<file path="src/rtl/debounce_multi_pkg.sv">
// Shared constants and width helpers for the multi-channel button debouncer.
// Timing defaults assume a 50 MHz system clock.
package debounce_multi_pkg;

  localparam int DB_STABLE_10MS  = 500000;
  localparam int RPT_DELAY_500MS = 25000000;
  localparam int RPT_RATE_100MS  = 5000000;

  function automatic int clog2(input int value);
    int width;
    width = 0;
    for (int v = value - 1; v > 0; v = v >> 1) width++;
    return width;
  endfunction

  // A counter that must reach terminal-1 needs at least one bit even when terminal is 1
  function automatic int cnt_width(input int terminal);
    return (clog2(terminal) < 1) ? 1 : clog2(terminal);
  endfunction

endpackage

</file>
<file path="src/rtl/debounce_channel.sv">
// Single-bit button conditioner: synchroniser, stability filter,
// press/release pulse generation and optional hold-to-repeat.
module debounce_channel
  import debounce_multi_pkg::*;
#(
  parameter int SYNC_STAGES  = 2,
  parameter int STABLE_CNT   = DB_STABLE_10MS,
  parameter int ACTIVE_LOW   = 0,
  parameter int REPEAT_EN    = 0,
  parameter int REPEAT_DELAY = RPT_DELAY_500MS,
  parameter int REPEAT_RATE  = RPT_RATE_100MS
) (
  input  logic clk,
  input  logic rst,
  input  logic raw,
  output logic level,
  output logic press,
  output logic rel
);

  localparam int CW = cnt_width(STABLE_CNT);
  localparam logic [CW-1:0] CNT_LAST = CW'(STABLE_CNT - 1);
  localparam logic IDLE = (ACTIVE_LOW != 0);
  localparam logic [SYNC_STAGES-1:0] SYNC_IDLE = {SYNC_STAGES{IDLE}};

  logic [SYNC_STAGES-1:0] sync;
  logic [CW-1:0]          cnt;
  logic                   s;
  logic                   settle;
  logic                   rise;
  logic                   fall;
  logic                   rpt_hit;

  assign s      = sync[SYNC_STAGES-1] ^ IDLE;
  assign settle = (s != level) && (cnt == CNT_LAST);
  assign rise   = settle & s;
  assign fall   = settle & ~s;

  // Any disagreement shorter than STABLE_CNT cycles restarts the count from zero
  always_ff @(posedge clk or negedge rst) begin
    if (!rst) begin
      sync  <= SYNC_IDLE;
      cnt   <= '0;
      level <= 1'b0;
      press <= 1'b0;
      rel   <= 1'b0;
    end else begin
      sync <= {sync[SYNC_STAGES-2:0], raw};
      if (s == level) begin
        cnt <= '0;
      end else if (cnt == CNT_LAST) begin
        level <= s;
        cnt   <= '0;
      end else begin
        cnt <= cnt + 1'b1;
      end
      press <= rise | rpt_hit;
      rel   <= fall;
    end
  end

  if (REPEAT_EN != 0) begin : g_rpt
    localparam int RW = cnt_width((REPEAT_DELAY > REPEAT_RATE) ? REPEAT_DELAY : REPEAT_RATE);
    localparam logic [RW-1:0] DELAY_LAST = RW'(REPEAT_DELAY - 1);
    localparam logic [RW-1:0] RATE_LAST  = RW'(REPEAT_RATE - 1);

    logic [RW-1:0] rpt_cnt;
    logic          phase;

    // phase=0 waits out the long initial delay, phase=1 paces the following repeats
    assign rpt_hit = level && !fall && (rpt_cnt == (phase ? RATE_LAST : DELAY_LAST));

    always_ff @(posedge clk or negedge rst) begin
      if (!rst) begin
        rpt_cnt <= '0;
        phase   <= 1'b0;
      end else if (!level || fall) begin
        rpt_cnt <= '0;
        phase   <= 1'b0;
      end else if (rpt_hit) begin
        rpt_cnt <= '0;
        phase   <= 1'b1;
      end else begin
        rpt_cnt <= rpt_cnt + 1'b1;
      end
    end
  end else begin : g_no_rpt
    assign rpt_hit = 1'b0;
  end

endmodule

</file>
<file path="src/rtl/debounce_multi.sv">
// Multi-channel button conditioner: one independent debounce_channel per input bit.
module debounce_multi
  import debounce_multi_pkg::*;
#(
  parameter int N_CH         = 5,
  parameter int SYNC_STAGES  = 2,
  parameter int STABLE_CNT   = DB_STABLE_10MS,
  parameter int ACTIVE_LOW   = 0,
  parameter int REPEAT_EN    = 0,
  parameter int REPEAT_DELAY = RPT_DELAY_500MS,
  parameter int REPEAT_RATE  = RPT_RATE_100MS
) (
  input  logic            clk,
  input  logic            rst,
  input  logic [N_CH-1:0] btn_raw,
  output logic [N_CH-1:0] btn_level,
  output logic [N_CH-1:0] btn_press,
  output logic [N_CH-1:0] btn_release
);

  for (genvar i = 0; i < N_CH; i++) begin : g_ch
    debounce_channel #(
      .SYNC_STAGES  (SYNC_STAGES),
      .STABLE_CNT   (STABLE_CNT),
      .ACTIVE_LOW   (ACTIVE_LOW),
      .REPEAT_EN    (REPEAT_EN),
      .REPEAT_DELAY (REPEAT_DELAY),
      .REPEAT_RATE  (REPEAT_RATE)
    ) u_ch (
      .clk   (clk),
      .rst   (rst),
      .raw   (btn_raw[i]),
      .level (btn_level[i]),
      .press (btn_press[i]),
      .rel   (btn_release[i])
    );
  end

endmodule

</file>
<file path="config.mk">
export PLATFORM = sky130hd
export DESIGN_NAME = debounce_multi
export DESIGN_NICKNAME = d
export VERILOG_FILES = /design/src/rtl/debounce_multi_pkg.sv /design/src/rtl/debounce_channel.sv /design/src/rtl/debounce_multi.sv
export SDC_FILE = /design/constraint.sdc
export NUM_CORES = 1
export LEC_CHECK = 0
export CAP_MARGIN = 40
export CORE_ASPECT_RATIO = 1.25
export CORE_MARGIN = 8
export CORE_UTILIZATION = 40
export DETAILED_ROUTE_END_ITERATION = 16
export SLEW_MARGIN = 20
export SYNTH_ARGS = -nofsm -noshare
export SYNTH_HDL_FRONTEND = slang
export SYNTH_SLANG_ARGS = --single-unit
</file>
<file path="constraint.sdc">
create_clock -name clk -period 2.7 [get_ports clk]
set_input_delay 0.81 -clock clk [delete_from_list [all_inputs] [get_ports clk]]
set_output_delay 0.81 -clock clk [all_outputs]
set_load 0.05 [all_outputs]
</file>
=== Yosys cells after proc, flatten, opt, wreduce, memory -nomap -nowiden ===
Index checks and enable logic that the tools add are counted.

* Flip-flop bits (word level): 120
* Input bits: 7
* Output and inout bits: 15
* Logic and storage cells: 85

* Add/sub/neg operators: 5
* Equal/unequal tests: 15
* Muxes and demuxes: 10
* Bitwise logic cells: 20
* Reductions and logical operators: 10

{| class="wikitable"
|+ Operators with widths
! kind !! count
|-
| 19-bit two-way mux || 10
|-
| 19-bit by 1-bit adder with 19-bit output (second input constant) || 5
|-
| 19-bit == test (second input constant) || 5
|-
| 1-bit bitwise AND || 10
|-
| 1-bit inverter || 10
|-
| 2-bit AND reduction || 5
|-
| 1-bit == test || 5
|-
| 1-bit logical AND || 5
|-
| 1-bit != test || 5
|}

=== Longest topological paths before layout ===
* Depth after elaboration: 3
* Gate-level depth with buffers: 7
* Depth with buffers taken out: 5

=== Cells and area by module ===
A second synthesis with hierarchy kept.

* Cells, all modules: 560
* Area, all modules: 5811.8 µm²

{| class="wikitable"
|+ By module, submodules not included
! module !! instances !! cells each !! area an instance (µm²) !! sequential area each (µm²)
|-
| debounce_channel || 5 || 112 || 1162.4 || 600.6
|}

=== Least setup slack after synthesis ===
OpenSTA, ideal clock, no wires.

* Path type: flip-flop to flip-flop
* From: register g_ch[2].u_ch.cnt[0]
* To: register g_ch[2].u_ch.cnt[10]
* Library setup time: 132 ps
* Data arrival time: 1744 ps
* Data required time: 2568 ps
* Slack: 824 ps
* Cell stages (with the launch flop): 8
* Buffers on the path: 2
* Clock period less this slack: 1876 ps
* Cell sequence: dfrtp_1 -> ha_1 -> and4_1 -> clkbuf_1 -> nand2_1 -> o21ai_1 -> clkbuf_1 -> nor2_1

* Cells in the longest elaborated chain, start to end: 3
* Elaborated cells on any way between the ends: 4
* Those cells by class: add/sub: 1; eq/ne: 1; mux: 2

{| class="wikitable"
|+ Ends and longest elaborated chain
! item !! line !! source
|-
| start, declared || debounce_channel.sv:27 || <nowiki>logic [CW-1:0] cnt;</nowiki>
|-
| start signal, assigned || debounce_channel.sv:55 || <nowiki>cnt <= cnt + 1'b1;</nowiki>
|-
| 19-bit by 1-bit adder with 19-bit output or 19-bit == test (tied branches) || debounce_channel.sv:55, debounce_channel.sv:51 ||
|-
| 19-bit two-way mux * || debounce_channel.sv:51 || <nowiki>end else if (cnt == CNT_LAST) begin</nowiki>
|-
| 19-bit two-way mux * || debounce_channel.sv:49 || <nowiki>if (s == level) begin</nowiki>
|}

Mark *: on every way between the ends. The rest lies on a longest branch, timed or not.
A chain may end at the register's enable or synchronous reset.

=== Worst setup path after layout ===
* From: register g_ch[2].u_ch.level
* To: output btn_level[2]

{| class="wikitable"
|+ RTL lines
! item !! line !! source
|-
| start, declared || debounce_channel.sv:16 || <nowiki>output logic level,</nowiki>
|-
| start signal, assigned || debounce_channel.sv:52 || <nowiki>level <= s;</nowiki>
|-
| end, declared || debounce_multi.sv:16 || <nowiki>output logic [N_CH-1:0] btn_level,</nowiki>
|}

No word-level cell between the ends.

==> results.yml <==
layout:
  drive_gt1_share_pct: 9.86
  stdcell_area_mm2: 0.00657
  num_antenna_cells: 0
  syn_to_final_growth_pct: 16.5
  nets: 577
  final_util_pct: 47.5
timing:
  slew-limit-headroom_pct: 61.5
  fin_skew_ns: 0.0102
  setup_viol: 0
  tightest_slew_ns: 0.578
  period_share_pct: 92.0
  max_freq_mhz: 402
  hold_viol: 0
  rsz0062_at_grt: "no"
  period_needed_ns: 2.49
  tns_ns: 0
  slew_violations: 0
global_routing:
  antenna_found_initial: 0
  grt_start_max_net_pins: 47
  grt_pass1_vias: 4081
  grt_usage_pct: 13.0
  gr-total-overflow: 0
  grt_pass1_wl_um: 19000
worst_setup_path:
  critPathCaptureType: "primary output"
  worst_path_max_delay_cell: "clkdlybuf4s50_1"
  path_max_fanout: 5
  startpoint: "g_ch[2].u_ch.level"
  required_ns: 1.89
  cp-endpoint: "btn_level[2]"
  timing.rr.end: "g_ch[4].u_ch.cnt[18]"
  cp.buffers_inverters: 1
  cp.depth: 1
  ff2ff_path_depth: 5
  cp-start-kind: "flop"
  crit_chain: "clkdlybuf4s50_1"
  slowest_delay_ns: 0.83
  path_delay_family: "buffers and inverters"
  arrival_ns: 1.68
  crit_type: "reg -> out"
  reg2reg_slack_ns: 0.66
  reg2reg_from: "g_ch[4].u_ch.cnt[0]"
routing:
  via_per_inst: 5.37
  drc_errors: 0
  postRouteAntennaNets: 0
  wl_per_cell_um: 14.4
  num_vias: 4040
  drtIter0Drc: 203
  first_pass_iters: 4
  wl_um: 10800
synthesis:
  netlist_top_cells_area: "dfrtp_1, xnor2_1, xor2_1"
  ys.flop_type: "dfrtp_1"
  synth_edf_count: 0
  synth_seq_cells: 120
  synth_area_leader_cell: "dfrtp_1"
  synth.avg_cell_area_um2: 10.4
  synth_top_area_share_pct: 53.3
  yosysSeqAreaShare_pct: 53.3
  yosys_warnings: 0
  synth.distinct_cells: 38
  synth_area_mm2: 0.00563
  postSynth.asyncResetShare_pct: 100
  syn_nets: 555
  postSynthCellCount: 543
place:
  dp_hpwl_um: 7590
  postPlaceCellArea_mm2: 0.00599
  place_congestion: 0.798
  io_buffer_count: 21
run:
  maxCapViolCount: 0
clock_tree:
  cts_hold_buffers: 0
  tritoncts: "built"
  cts_made_buffers: 17
  clkSinkCount: 120
  clock_latency_ns: 0.42
  ctsRootBufferMaster: "clkbuf_16"
  max-clock-path-buffers: 2
  cts-resized-gates: 0
  htreeDepth: 4
  path_clk_slew_ns: 0.06
  post_cts.repair.setup_buffers: 0
floorplan:
  dieWidth_um: 122
  die_area_mm2: 0.0182
  start_util_pct: 40.8
  coreArea_mm2: 0.0138
  pin_count: 22
  fp.dieH_um: 149
  rows: 48
pwr:
  power_density_mw_per_mm2: 633
  ir_worst_vdd_mv: 0.408
  p_leak_uw: 0.00267
worst_hold_path:
  hold_path_depth: 0
  min_path_type: "reg -> reg"
run_status:
  status: "completed"
-- state kept, by name, indices dropped and copies added, names as in the netlist --
signal           count
g_ch.u_ch.cnt       95
g_ch.u_ch.sync      10
g_ch.u_ch.level      5
g_ch.u_ch.press      5
g_ch.u_ch.rel        5
-- metrics by stage --
stage	hold slack (ns)	std cells	worst slack [ns]	power, µW
5_1_grt	0.358	753	0.160	4310
3_5_place_dp	0.342	721	0.652	2000
3_3_place_gp	0.336	721	0.681	2000
6_report	0.353	753	0.215	4160
4_1_cts	0.354	753	0.186	4220
2_1_floorplan	0.331	543	0.824	1920
-- Yosys cell counts, drive strengths merged (14+ instances only) --
cell type	count
or3	14
xnor2	35
and3	16
a21oi	20
nor2	73
nand2	27
nand4	36
nand3	28
o21ai	17
dfrtp	120
buf	18
xor2	35
-- area by class of cell --
type,count,area [µm²]
Clock buffer,17,425
Sequential cell,120,3000
Multi-Input combinational cell,390,2450
Clock inverter,15,153
Inverter,7,26.3
Tap cell,175,219
Timing Repair Buffer,29,293
Fill cell,1293,7250
-- how the worst min path moves through the flow --
| stage | start | endpoint | slack [ns] |
|---|---|---|---|
| 6_report | g_ch[2].u_ch.sync[0] | g_ch[2].u_ch.sync[1] | 0.35 |
| 5_1_grt | g_ch[2].u_ch.sync[0] | g_ch[2].u_ch.sync[1] | 0.36 |
| 4_1_cts | g_ch[2].u_ch.sync[0] | g_ch[2].u_ch.sync[1] | 0.35 |
| 3_5_place_dp | g_ch[0].u_ch.sync[0] | g_ch[0].u_ch.sync[1] | 0.34 |
| 3_3_place_gp | g_ch[2].u_ch.sync[0] | g_ch[2].u_ch.sync[1] | 0.34 |
| 2_1_floorplan | g_ch[0].u_ch.sync[0] | g_ch[0].u_ch.sync[1] | 0.33 |
-- cells by family after synthesis --
kind of cell / Yosys count / synth area share, %
AOI/OAI and AO/OA: 45 / 4.55
and+or+nand+nor: 265 / 25.9
adders and majority gates: 5 / 1.11
muxes: 5 / 0.999
buffers and inverters: 33 / 3.29
DFF: 120 / 53.3
xor gates and xnor gates: 70 / 10.9
-- metal layers --
metal	track usage (%)	up-vias	routed length, µm
met5	0	-	0
met4	6.54	0	196
met3	3.83	18	400
met2	21.0	50	5300
met1	15.4	2004	4950
li1	-	1968	-
-- cells in the final DEF (no fill, tap or decap), types with 7 or more instances in the layout --
cell type,count
or3_1,11
nand2_1,27
and4_1,10
nor4_1,12
xnor2_1,35
xor2_1,35
inv_1,7
and3_1,15
nand4_1,35
nand3_1,28
and2_1,7
o21ai_0,14
dfrtp_1,120
clkdlybuf4s50_1,20
a21oi_1,20
buf_4,7
nor2_1,73
or4_1,8
nor3b_1,12
clkbuf_16,17
nor3_1,9
-- power breakdown --
group	internal, µW	switching [µW]
Clock	1350	835
Sequential	1830	28.1
Combinational	40.8	74.7
Power figures use the tool's default switching activity.
